===== src/rtl/cache_req_tag_if.sv =====
// CPU request / FSM strobe bundle for cache_req_tag.
// Optional counter signals are present only when HIT_MISS_CNT_EN is defined.
interface cache_req_tag_if #(
    parameter int unsigned ADDR_W  = 16,
    parameter int unsigned INDEX_W = 3
);
    logic               cs;
    logic               wr_rd_cpu;
    logic [ADDR_W-1:0]  addr_cpu;
    logic               rdy;
    logic               set_valid;
    logic               set_dirty;
    logic               cs_sampled_dly;
    logic               wr_rd_cpu_q;
    logic               hit;
    logic               dirty_line;
    logic [INDEX_W-1:0] sram_index;
    logic [ADDR_W-1:0]  fill_addr;
    logic [ADDR_W-1:0]  victim_addr;
`ifdef HIT_MISS_CNT_EN
    logic [15:0]        hit_cnt;
    logic [15:0]        miss_cnt;
`endif

    // CPU / cache_fsm side
    modport master (
`ifdef HIT_MISS_CNT_EN
        input  hit_cnt, miss_cnt,
`endif
        output cs, wr_rd_cpu, addr_cpu, rdy, set_valid, set_dirty,
        input  cs_sampled_dly, wr_rd_cpu_q, hit, dirty_line,
        input  sram_index, fill_addr, victim_addr
    );

    // tag front end side
    modport slave (
`ifdef HIT_MISS_CNT_EN
        output hit_cnt, miss_cnt,
`endif
        input  cs, wr_rd_cpu, addr_cpu, rdy, set_valid, set_dirty,
        output cs_sampled_dly, wr_rd_cpu_q, hit, dirty_line,
        output sram_index, fill_addr, victim_addr
    );
endinterface


===== src/rtl/cache_req_tag.sv =====
// CPU-side request sampler and direct-mapped tag/valid/dirty store feeding cache_fsm.
// Define HIT_MISS_CNT_EN to add saturating hit_cnt/miss_cnt outputs.
module cache_req_tag #(
    parameter int unsigned ADDR_W      = 16,
    parameter int unsigned INDEX_W     = 3,
    parameter int unsigned BLOCKSIZE_W = 5
) (
    input  logic            clk,
    input  logic            rst,
    cache_req_tag_if.slave  bus
);
    localparam int unsigned TAG_W = ADDR_W - INDEX_W - BLOCKSIZE_W;
    localparam int unsigned LINES = 1 << INDEX_W;

    typedef enum logic [1:0] {
        S_IDLE,
        S_LOOKUP,
        S_WAIT_BUSY,
        S_WAIT_RDY
    } state_t;

    state_t             r_state;
    state_t             w_state_nxt;
    logic               w_accept;

    logic [TAG_W-1:0]   w_tag;
    logic [INDEX_W-1:0] w_idx;
    logic               w_bypass;
    logic               w_hit;
    logic               w_unused_offset;

    logic [TAG_W-1:0]   r_tag_q;
    logic [INDEX_W-1:0] r_idx_q;
    logic               r_wr_rd_q;
    logic               r_hit;
    logic               r_cs_dly;

    logic [LINES-1:0]   r_valid;
    logic [LINES-1:0]   r_dirty;
    logic [TAG_W-1:0]   r_tag_arr [LINES];

    assign w_tag           = bus.addr_cpu[ADDR_W-1 -: TAG_W];
    assign w_idx           = bus.addr_cpu[BLOCKSIZE_W +: INDEX_W];
    assign w_unused_offset = ^bus.addr_cpu[BLOCKSIZE_W-1:0];

    // A same-cycle install at the looked-up index is visible to the lookup
    assign w_bypass = bus.set_valid && (r_idx_q == w_idx);
    assign w_hit    = w_bypass ? (r_tag_q == w_tag)
                               : (r_valid[w_idx] && (r_tag_arr[w_idx] == w_tag));

    always_ff @(posedge clk) begin
        if (rst) begin
            r_state <= S_IDLE;
        end else begin
            r_state <= w_state_nxt;
        end
    end

    always_comb begin
        w_state_nxt = r_state;
        w_accept    = 1'b0;
        case (r_state)
            S_IDLE: begin
                if (bus.cs && bus.rdy) begin
                    w_accept    = 1'b1;
                    w_state_nxt = S_LOOKUP;
                end
            end
            S_LOOKUP:    w_state_nxt = S_WAIT_BUSY;
            S_WAIT_BUSY: if (!bus.rdy) w_state_nxt = S_WAIT_RDY;
            S_WAIT_RDY:  if (bus.rdy)  w_state_nxt = S_IDLE;
            default:     w_state_nxt = S_IDLE;
        endcase
    end

    // Request latch and tag store update
    always_ff @(posedge clk) begin
        if (rst) begin
            r_tag_q   <= '0;
            r_idx_q   <= '0;
            r_wr_rd_q <= 1'b0;
            r_hit     <= 1'b0;
            r_cs_dly  <= 1'b0;
            r_valid   <= '0;
            r_dirty   <= '0;
            for (int i = 0; i < int'(LINES); i++) begin
                r_tag_arr[i] <= '0;
            end
        end else begin
            r_cs_dly <= w_accept;
            if (bus.set_valid) begin
                r_valid[r_idx_q]   <= 1'b1;
                r_tag_arr[r_idx_q] <= r_tag_q;
                r_dirty[r_idx_q]   <= bus.set_dirty;
            end else if (bus.set_dirty && r_valid[r_idx_q]) begin
                r_dirty[r_idx_q]   <= 1'b1;
            end
            if (w_accept) begin
                r_tag_q   <= w_tag;
                r_idx_q   <= w_idx;
                r_wr_rd_q <= bus.wr_rd_cpu;
                r_hit     <= w_hit;
            end
        end
    end

    assign bus.cs_sampled_dly = r_cs_dly;
    assign bus.wr_rd_cpu_q    = r_wr_rd_q;
    assign bus.hit            = r_hit;
    assign bus.dirty_line     = r_valid[r_idx_q] & r_dirty[r_idx_q];
    assign bus.sram_index     = r_idx_q;
    assign bus.fill_addr      = {r_tag_q, r_idx_q, BLOCKSIZE_W'(0)};
    assign bus.victim_addr    = {r_tag_arr[r_idx_q], r_idx_q, BLOCKSIZE_W'(0)};

`ifdef HIT_MISS_CNT_EN
    logic [15:0] r_hit_cnt;
    logic [15:0] r_miss_cnt;

    // Saturating lookup statistics, counted once per request in LOOKUP
    always_ff @(posedge clk) begin
        if (rst) begin
            r_hit_cnt  <= '0;
            r_miss_cnt <= '0;
        end else if (r_state == S_LOOKUP) begin
            if (r_hit) begin
                if (r_hit_cnt != 16'hFFFF) r_hit_cnt <= r_hit_cnt + 16'd1;
            end else begin
                if (r_miss_cnt != 16'hFFFF) r_miss_cnt <= r_miss_cnt + 16'd1;
            end
        end
    end

    assign bus.hit_cnt  = r_hit_cnt;
    assign bus.miss_cnt = r_miss_cnt;
`endif

endmodule

===== src/flat_wrapper.sv =====
// flat-port wrapper written by rule: the top's interface ports become plain ports
module cache_req_tag_flat 
#(
    parameter int unsigned ADDR_W      = 16,
    parameter int unsigned INDEX_W     = 3,
    parameter int unsigned BLOCKSIZE_W = 5
)
  (clk, rst, bus_cs, bus_wr_rd_cpu, bus_addr_cpu, bus_rdy, bus_set_valid, bus_set_dirty, bus_cs_sampled_dly, bus_wr_rd_cpu_q, bus_hit, bus_dirty_line, bus_sram_index, bus_fill_addr, bus_victim_addr);
  cache_req_tag_if #(.ADDR_W(ADDR_W), .INDEX_W(INDEX_W)) bus_i ();
  input  logic clk;
  input  logic rst;
  input wire logic [$bits(bus_i.cs)-1:0] bus_cs;
  input wire logic [$bits(bus_i.wr_rd_cpu)-1:0] bus_wr_rd_cpu;
  input wire logic [$bits(bus_i.addr_cpu)-1:0] bus_addr_cpu;
  input wire logic [$bits(bus_i.rdy)-1:0] bus_rdy;
  input wire logic [$bits(bus_i.set_valid)-1:0] bus_set_valid;
  input wire logic [$bits(bus_i.set_dirty)-1:0] bus_set_dirty;
  output wire logic [$bits(bus_i.cs_sampled_dly)-1:0] bus_cs_sampled_dly;
  output wire logic [$bits(bus_i.wr_rd_cpu_q)-1:0] bus_wr_rd_cpu_q;
  output wire logic [$bits(bus_i.hit)-1:0] bus_hit;
  output wire logic [$bits(bus_i.dirty_line)-1:0] bus_dirty_line;
  output wire logic [$bits(bus_i.sram_index)-1:0] bus_sram_index;
  output wire logic [$bits(bus_i.fill_addr)-1:0] bus_fill_addr;
  output wire logic [$bits(bus_i.victim_addr)-1:0] bus_victim_addr;
  assign bus_i.cs = bus_cs;
  assign bus_i.wr_rd_cpu = bus_wr_rd_cpu;
  assign bus_i.addr_cpu = bus_addr_cpu;
  assign bus_i.rdy = bus_rdy;
  assign bus_i.set_valid = bus_set_valid;
  assign bus_i.set_dirty = bus_set_dirty;
  assign bus_cs_sampled_dly = bus_i.cs_sampled_dly;
  assign bus_wr_rd_cpu_q = bus_i.wr_rd_cpu_q;
  assign bus_hit = bus_i.hit;
  assign bus_dirty_line = bus_i.dirty_line;
  assign bus_sram_index = bus_i.sram_index;
  assign bus_fill_addr = bus_i.fill_addr;
  assign bus_victim_addr = bus_i.victim_addr;
  cache_req_tag #(.ADDR_W(ADDR_W), .INDEX_W(INDEX_W), .BLOCKSIZE_W(BLOCKSIZE_W)) u_core (.clk(clk), .rst(rst), .bus(bus_i));
endmodule

===== config.mk =====
export PLATFORM = sky130hd
export DESIGN_NAME = cache_req_tag_flat
export DESIGN_NICKNAME = d
export VERILOG_FILES = /design/src/rtl/cache_req_tag_if.sv /design/src/rtl/cache_req_tag.sv /design/src/flat_wrapper.sv
export SDC_FILE = /design/constraint.sdc
export NUM_CORES = 1
export LEC_CHECK = 0
export ABC_AREA = 1
export CAP_MARGIN = 10
export CORE_MARGIN = 3
export CORE_UTILIZATION = 28
export DETAILED_ROUTE_END_ITERATION = 6
export MAX_ROUTING_LAYER = met4
export REMOVE_ABC_BUFFERS = 1
export SLEW_MARGIN = 10
export SYNTH_ARGS = -nofsm -noshare
export SYNTH_HDL_FRONTEND = slang
export SYNTH_SLANG_ARGS = --single-unit

===== constraint.sdc =====
create_clock -name clk -period 5.05 [get_ports clk]
set_clock_uncertainty 0.2 [all_clocks]
set_input_delay 0.7575 -clock clk [delete_from_list [all_inputs] [get_ports clk]]
set_output_delay 0.7575 -clock clk [all_outputs]
set_load 0.01 [all_outputs]

Yosys cells after proc, flatten, opt, wreduce, memory -nomap -nowiden
Memory sizes are Yosys's and may differ from the RTL's. A register that Yosys moved wholly into a read port is not among the register bits.
Cells that the tools add are included.
{ "word_totals": {"reg_bits": 32, "ram_bits": 64, "in_bits": 23, "output_inout_bits": 39, "elab_cells": 61, "memories": 1} }
{ "mem_list": {"columns": ["memory", "words", "word_bits", "read_ports", "rd_ports_with_merged_regs", "wr", "line", "rtl"], "rows": [
  ["u_core.r_tag_arr", 8, 8, 2, 1, 8, "cache_req_tag.sv:40", "logic [TAG_W-1:0] r_tag_arr [LINES];"]
]} }
{ "classes": {"n_lt_le_gt_ge": 3, "eq_ne": 9, "n_mux": 28, "n_bitwise": 3, "reduce_logical": 9} }
{ "ops": {"columns": ["op", "n"], "rows": [
  ["2-to-1 mux 8 bit", 3],
  ["== test 8 bit", 2],
  ["OR 8 bit", 2],
  ["2-to-1 mux 1 bit", 13],
  ["binary-select mux 1 bit (select 3 bit)", 3],
  ["2-to-1 mux 3 bit", 3],
  ["bitwise mux 8 bit", 1],
  ["less-than comparator 3 x 4 -> 1 bit (second input constant)", 2],
  ["case mux 2 bit (4 select lines)", 1],
  ["OR reduction 8 bit", 1],
  ["2-to-1 mux 2 bit", 3],
  ["logical AND 1 bit", 5],
  ["== test 2 bit (second input constant)", 2],
  ["inequality test 2 bit (second input constant)", 2],
  ["demux 1 bit (select 3 bit)", 1],
  ["== test 3 bit", 1],
  [">= comparator 3 x 1 -> 1 bit (second input constant)", 1],
  ["AND reduction 3 bit", 1],
  ["== test 2 x 1 -> 1 bit (second input constant)", 1],
  ["logical NOT 2 bit", 1],
  ["inequality test 2 x 1 -> 1 bit (second input constant)", 1],
  ["nonzero test 2 bit", 1],
  ["bitwise AND 1 bit", 1]
]} }

Depth between registers and ports, before layout
Gate-level depths: netlist of the first run.
{ "depth": {"ltp_word": 7, "ltp_mapped": 14, "ltp_nobuf": 12} }

Worst setup path before layout of the first run
OpenSTA, ideal clock, no wires.
{ "synth_timing": {"path_type": "reg2out", "start": "register (tool-made name)", "end": "output bus_victim_addr[10]", "t_arrival_ps": 1330, "required_time_ps": 4093, "slack_ps": 2762, "stages_incl_launch_ff": 7, "n_path_buf": 2, "cell_sequence": "dfxtp_1 -> buf_2 -> clkinv_1 -> clkbuf_1 -> o21ai_0 -> a21oi_1 -> a31oi_1"} }
{ "synth_rtl": {"columns": ["item", "line", "rtl"], "rows": [
  ["to (decl)", "flat_wrapper.sv:24", "output wire logic [$bits(bus_i.victim_addr)-1:0] bus_victim_addr;"]
]} }

==> out/results.tsv, run 1 <==
stage	metric	value	unit
cells_and_area	Final Util	33.4	%
clock_network	Num CTS Buffers	9	
clock_network	Max Buffers Root-to-Sink	2	
pwr	leakage power	2.56	nW
yosys	Cell variety after synth	35	
clock_network	Setup Buffers After CTS	0	
yosys	async set-reset flop share out of synthesis	0	%
sta	hold_ws	0.284	ns
setup_path	Critical Path RT	4.09	ns
cells_and_area	n_diodes	0	
run_status	outcome	completed	
clock_network	CTS tree	built	
yosys	Main synth FF type	edfxtp_1	
clock_network	clock slew at reported path FFs	0.07	ns
sta	Fmax	244	MHz
hold_path	worst hold path class	flip-flop to flip-flop	
clock_network	# clock sinks	99	
cells_and_area	Nets	771	
grt	number of global-route vias before repair	4609	
route	Detail Route Antenna Nets	0	
yosys	EDFF count, synth	64	
clock_network	Clock Latency Late Sink	0.35	ns
job	max cap viols	0	
grt	global-route wire length before repair	24400	µm
sta	Setup TNS	0	ns
sta	Slew Limit Fails	0	
sta	period utilization	81.2	%
route	drt total wl	15200	µm
sta	worst slew pin tran	0.996	ns
floorplanning	die width	147	µm
route	met3 routed WL	905	µm
floorplanning	chip height	147	µm
place	IO Port Bufs	46	
route	uppermost layer routed	met4	
setup_path	CP Launch Type	flip-flop	
yosys	Synth Instances	721	
route	routed vias/inst	4.80	
pwr	power per cell area	360	nW/µm²
floorplanning	die area	21500	µm²
route	via count	4845	
yosys	post-synthesis register bit count	99	
grt	largest net degree at the start of global routing	53	
cells_and_area	most common cell after layout, fill and taps aside	nand2_1	
route	Avg WL per Cell	15.1	µm
sta	Slew HR	33.6	%
clock_network	root buf cell	clkbuf_16	
cells_and_area	post-route cell area	6380	µm²
route	met1 wire length	6840	µm
setup_path	CP Capture Type	primary output	
sta	RSZ-0062 raised after global routing	no	
grt	GR Util All Layers	14.6	%
clock_network	CTS Hold Buffers Added	0	
sta	Tmin final	4.10	ns
route	Iter 0 DRT Violations	432	
cells_and_area	area growth from synthesis to layout	15.3	%
place	Placement Cell Area	6080	µm²
sta	final hold viol count	0	
place	RePlAce Congestion	0.817	
setup_path	worst path arrival time	3.14	ns
cells_and_area	commonest non-fill, non-tap cells in the layout	nand2_1 (143), nor2_1 (104), inv_1 (88), o21ai_0 (64), edfxtp_1 (64)	
pwr	Peak VDD IR	0.177	mV
yosys	synthesized cell area	5530	µm²
grt	initial antenna violation count	0	
floorplanning	# rows	50	
floorplanning	Core Area	19100	µm²
cells_and_area	fraction of layout cells with a size suffix above 1	4.40	%
grt	Overflow after GRT	0	
route	1st-pass router iterations	5	
floorplanning	Initial Utilization	29.0	%
clock_network	H-tree Lvls	3	
route	# DRC	0	
clock_network	post-CTS resize count	0	
setup_path	critical path class	flip-flop to primary output	
floorplanning	Top Ports	62	
route	routed wl met2	7290	µm
yosys	part of the Yosys area used for sequential elements	47.4	%
yosys	synth warn	0	
place	HPWL Detailed	10600	µm
sta	Finish-stage setup viols	0	
setup_path	critical path fanouts, max	17	
yosys	Synth Area per Inst	7.67	µm²
## power by group
group,internal [mW],switching (mW)
Combinational,0.230,0.376
Clock,0.398,0.299
Sequential,0.934,0.0585
## area by class of cell
class	count	area, µm²
clock buffers	12	246
inverters	101	382
flip-flops and latches	99	2620
fillers	2041	12700
well taps	260	325
clock inverters	4	51.3
repair buffers	53	508
multi-input cells	481	2240
## worst max-delay path: stages (launching register included)
cell	delay, ns
dfxtp_1	0.78
clkinv_1	0.70
a21oi_1	0.27
o21ai_0	0.17
a31oi_1	0.29
clkdlybuf4s50_1	0.59
## per-stage QoR
stage	worst slack (ns)	std cells	total power [mW]
2_1_floorplan	2.03	681	1.34
3_3_place_gp	1.32	994	1.61
3_5_place_dp	1.31	994	1.62
4_1_cts	0.954	1010	2.31
5_1_grt	0.784	1010	2.42
6_report	0.950	1010	2.30
## worst paths after layout
path,start,endpoint,slack (ns),cells past startpoint
worst max-delay path,flip-flop,bus_victim_addr[9],0.95,5
worst min-delay path,u_core.r_dirty[5],u_core.r_dirty[5],0.28,2
worst max register to register,u_core.bus.sram_index[0],u_core.r_tag_arr[0][4],2.74,5
worst min register to register,u_core.r_dirty[5],u_core.r_dirty[5],0.28,2
## logic make-up (layout without fill, tap and decap cells)
group	count (synthesis)	count (layout)	share of synthesized area [%]
AND/OR/NAND/NOR	312	312	23.3
AO/OA/AOI/OAI	152	152	15.2
buffers and inverters	150	170	12.7
XOR/XNOR	4	4	0.634
flip-flops	99	99	47.4
adder cells (fa/ha/maj)	3	3	0.679
other	1	10	0.0678
## Yosys cell counts, types with 2 or more instances
cell	number	area [µm²]
a31oi_1	8	50.1
xor2_1	4	35.0
buf_4	18	135
o21ai_1	3	15.0
inv_2	2	7.51
o22ai_1	12	75.1
nand3_1	52	260
nor2_1	104	390
edfxtp_1	64	1920
inv_1	88	330
nand2_1	143	537
clkbuf_1	15	56.3
buf_2	8	40.0
buf_6	8	90.1
ha_1	3	37.5
o21ai_0	64	320
o211ai_1	7	52.6
nand3_2	3	30.0
nor3_1	4	20.0
a221oi_1	4	35.0
clkinv_1	10	37.5
nand3b_1	2	15.0
a21oi_1	49	245
dfxtp_1	35	701
## per-layer routing
metal,GRT usage [%],vias up
li1,-,2389
met1,19.2,2281
met2,23.4,158
met3,2.58,17
met4,3.76,0
met5,-,-
## state kept, by name, summed over array words and instances, names as in the netlist, named ones only
name and flops:
u_core.r_tag_arr 64, u_core.r_dirty 8, u_core.r_tag_q 8, u_core.r_valid 8
u_core.bus.sram_index 3, u_core.r_state 2, u_core.bus.cs_sampled_dly 1, u_core.bus.hit 1
u_core.bus.wr_rd_cpu_q 1
Note: power is estimated with default switching activity, not from simulation.
==> run 2: changes to the inputs <==
clock period = 4.1 ns   (was 5.05 ns; I/O delays follow)
==> run 2 against run 1 <==
Combinational power up 26%. Flip-flop and latch count unchanged. Routed wire length up 2.1%. Global-route usage up 0.30 points. Sequential power up 22%. Worst hold slack better by 0.0098 ns. Clock-buffer cell count down 2. Die area unchanged. Clock power up 33%. Design area up 0.67%. First-iteration DRC count down 15%.
==> out/results.tsv, run 2 (synthesized netlist as in run 1, its figures left out) <==
stage	metric	value	unit	change
run_status	outcome	completed		
clock_network	clock slew at reported path FFs	0.07	ns	about the same
place	Post-Place Cells	997		+0.30%
floorplanning	Core Area	19100	µm²	unchanged
route	Avg WL per Cell	15.4	µm	+1.8%
setup_path	worst path bufs/invs	2		unchanged
hold_path	HP Start	u_core.r_dirty[5]		
setup_path	Critical Path RT	3.28	ns	-0.81 ns
cells_and_area	post-route cell area	6420	µm²	+0.67%
cells_and_area	filler instances	1982		-2.9%
cells_and_area	n_diodes	0		unchanged
setup_path	worst path arrival time	2.73	ns	-0.41 ns
pwr	Peak VDD IR	0.217	mV	+23%
clock_network	CTS Hold Buffers Added	0		unchanged
clock_network	post-CTS resize count	0		unchanged
route	1st-pass router iterations	5		unchanged
floorplanning	# rows	50		unchanged
sta	worst slew pin tran	0.825	ns	-0.171 ns
clock_network	Clock Latency Late Sink	0.35	ns	about the same
sta	Slew Limit Fails	0		unchanged
sta	Tmin final	3.55	ns	
cells_and_area	fraction of layout cells with a size suffix above 1	4.78	%	+0.38 points
cells_and_area	Nets	774		+0.39%
place	IO Port Bufs	46		unchanged
pwr	total chip power	2.90	mW	+26%
clock_network	Setup Buffers After CTS	0		unchanged
setup_path	CP max stage cell	clkinv_1		
pwr	leakage power	2.59	nW	+0.87%
route	Iter 0 DRT Violations	368		-15%
place	dpl ws	0.903	ns	-0.408 ns
cells_and_area	Cell Count, Final, Fillers Out	1013		+0.30%
sta	Finish-stage setup viols	0		unchanged
sta	Setup TNS	0	ns	unchanged
pwr	power per cell area	452	nW/µm²	+26%
grt	global-route wire length before repair	24600	µm	+0.68%
grt	Overflow after GRT	0		unchanged
job	max cap viols	0		unchanged
sta	Fmax	282	MHz	
sta	hold_ws	0.294	ns	+0.00982 ns
route	via count	4815		-0.62%
route	drt total wl	15600	µm	+2.1%
setup_path	crit path cell chain	clkinv_1 > o21ai_0 > a21oi_1 > a31oi_1 > clkdlybuf4s50_1		
floorplanning	die width	147	µm	unchanged
setup_path	critical path class	flip-flop to primary output		
setup_path	critical path fanouts, max	28		+11
clock_network	Max Buffers Root-to-Sink	2		unchanged
hold_path	worst hold path class	flip-flop to flip-flop		
cells_and_area	commonest non-fill, non-tap cells in the layout	nand2_1 (143), nor2_1 (104), inv_1 (88), o21ai_0 (64), edfxtp_1 (64)		
route	routed vias/inst	4.75		-0.91%
cells_and_area	area growth from synthesis to layout	16.1	%	
route	Detail Route Antenna Nets	0		unchanged
place	HPWL Detailed	10800	µm	+1.8%
setup_path	CP Capture Type	primary output		
sta	Slew HR	44.7	%	+11 points
grt	largest net degree at the start of global routing	37		-30%
grt	GR Util All Layers	14.9	%	+0.30 points
sta	period utilization	86.5	%	
place	Placement Cell Area	6100	µm²	+0.37%
place	RePlAce Congestion	0.846		+3.6%
route	# DRC	0		unchanged
cells_and_area	Reg with most FFs	u_core.r_tag_arr		
clock_network	# clock sinks	99		unchanged
setup_path	Reg2Reg Launch Point	u_core.bus.sram_index[0]		
sta	RSZ-0062 raised after global routing	no		
clock_network	CTS tree	built		
cells_and_area	Final Util	33.6	%	+0.22 points
floorplanning	Top Ports	62		unchanged
setup_path	CP max stage delay	0.65	ns	-0.13 ns
setup_path	CP Launch Type	flip-flop		
grt	number of global-route vias before repair	4618		+0.20%
floorplanning	die area	21500	µm²	unchanged
cells_and_area	flip-flop count of the largest register after layout	64		unchanged
grt	initial antenna violation count	0		unchanged
sta	final worst slack	0.555	ns	-0.395 ns
floorplanning	chip height	147	µm	unchanged
floorplanning	Initial Utilization	29.0	%	unchanged
setup_path	Top Family by Delay on Critical Path	buffers and inverters		
clock_network	H-tree Lvls	3		unchanged
cells_and_area	most common cell after layout, fill and taps aside	nand2_1		
sta	final hold viol count	0		unchanged
clock_network	root buf cell	clkbuf_16		
clock_network	Num CTS Buffers	9		unchanged
## run 2: where the power goes
| part | switching, mW | internal (mW) |
|---|---|---|
| clock network | 0.388 | 0.537 |
| logic | 0.476 | 0.287 |
| registers | 0.0640 | 1.15 |
| total | 0.928 | 1.97 |
## run 2: worst register-to-register path, stage by stage (launching register included)
cell and delay (ns):
dfxtp_1 0.54, inv_1 0.19, nand2_1 0.16, inv_1 0.09
nand2_1 0.34, nand2_1 0.41
## run 2: path summary, 6_finish.rpt
| path | cells past startpoint | endpoint | slack [ns] |
|---|---|---|---|
| setup / recovery | 5 | bus_victim_addr[10] | 0.55 |
| hold / removal | 2 | u_core.r_dirty[5] | 0.29 |
| setup reg to reg | 5 | u_core.r_tag_arr[0][7] | 1.83 |
| hold reg to reg | 2 | u_core.r_dirty[5] | 0.29 |
## run 2: final cells by class
type	count	area, µm²	share of cell area, %
multi-input cells	481	2240	34.9
flip-flops and latches	99	2620	40.8
inverters	101	382	5.94
well taps	260	325	5.07
clock inverters	6	88.8	1.38
repair buffers	56	531	8.26
clock buffers	10	229	3.57
## run 2: routing by layer
| layer | share of wire, % | vias to the layer above | global-route usage, % |
|---|---|---|---|
| li1 | - | 2399 | - |
| met1 | 45 | 2226 | 19.6 |
| met2 | 47 | 166 | 23.4 |
| met3 | 6.1 | 24 | 3.04 |
| met4 | 1.8 | 0 | 4.28 |
| met5 | 0 | - | - |
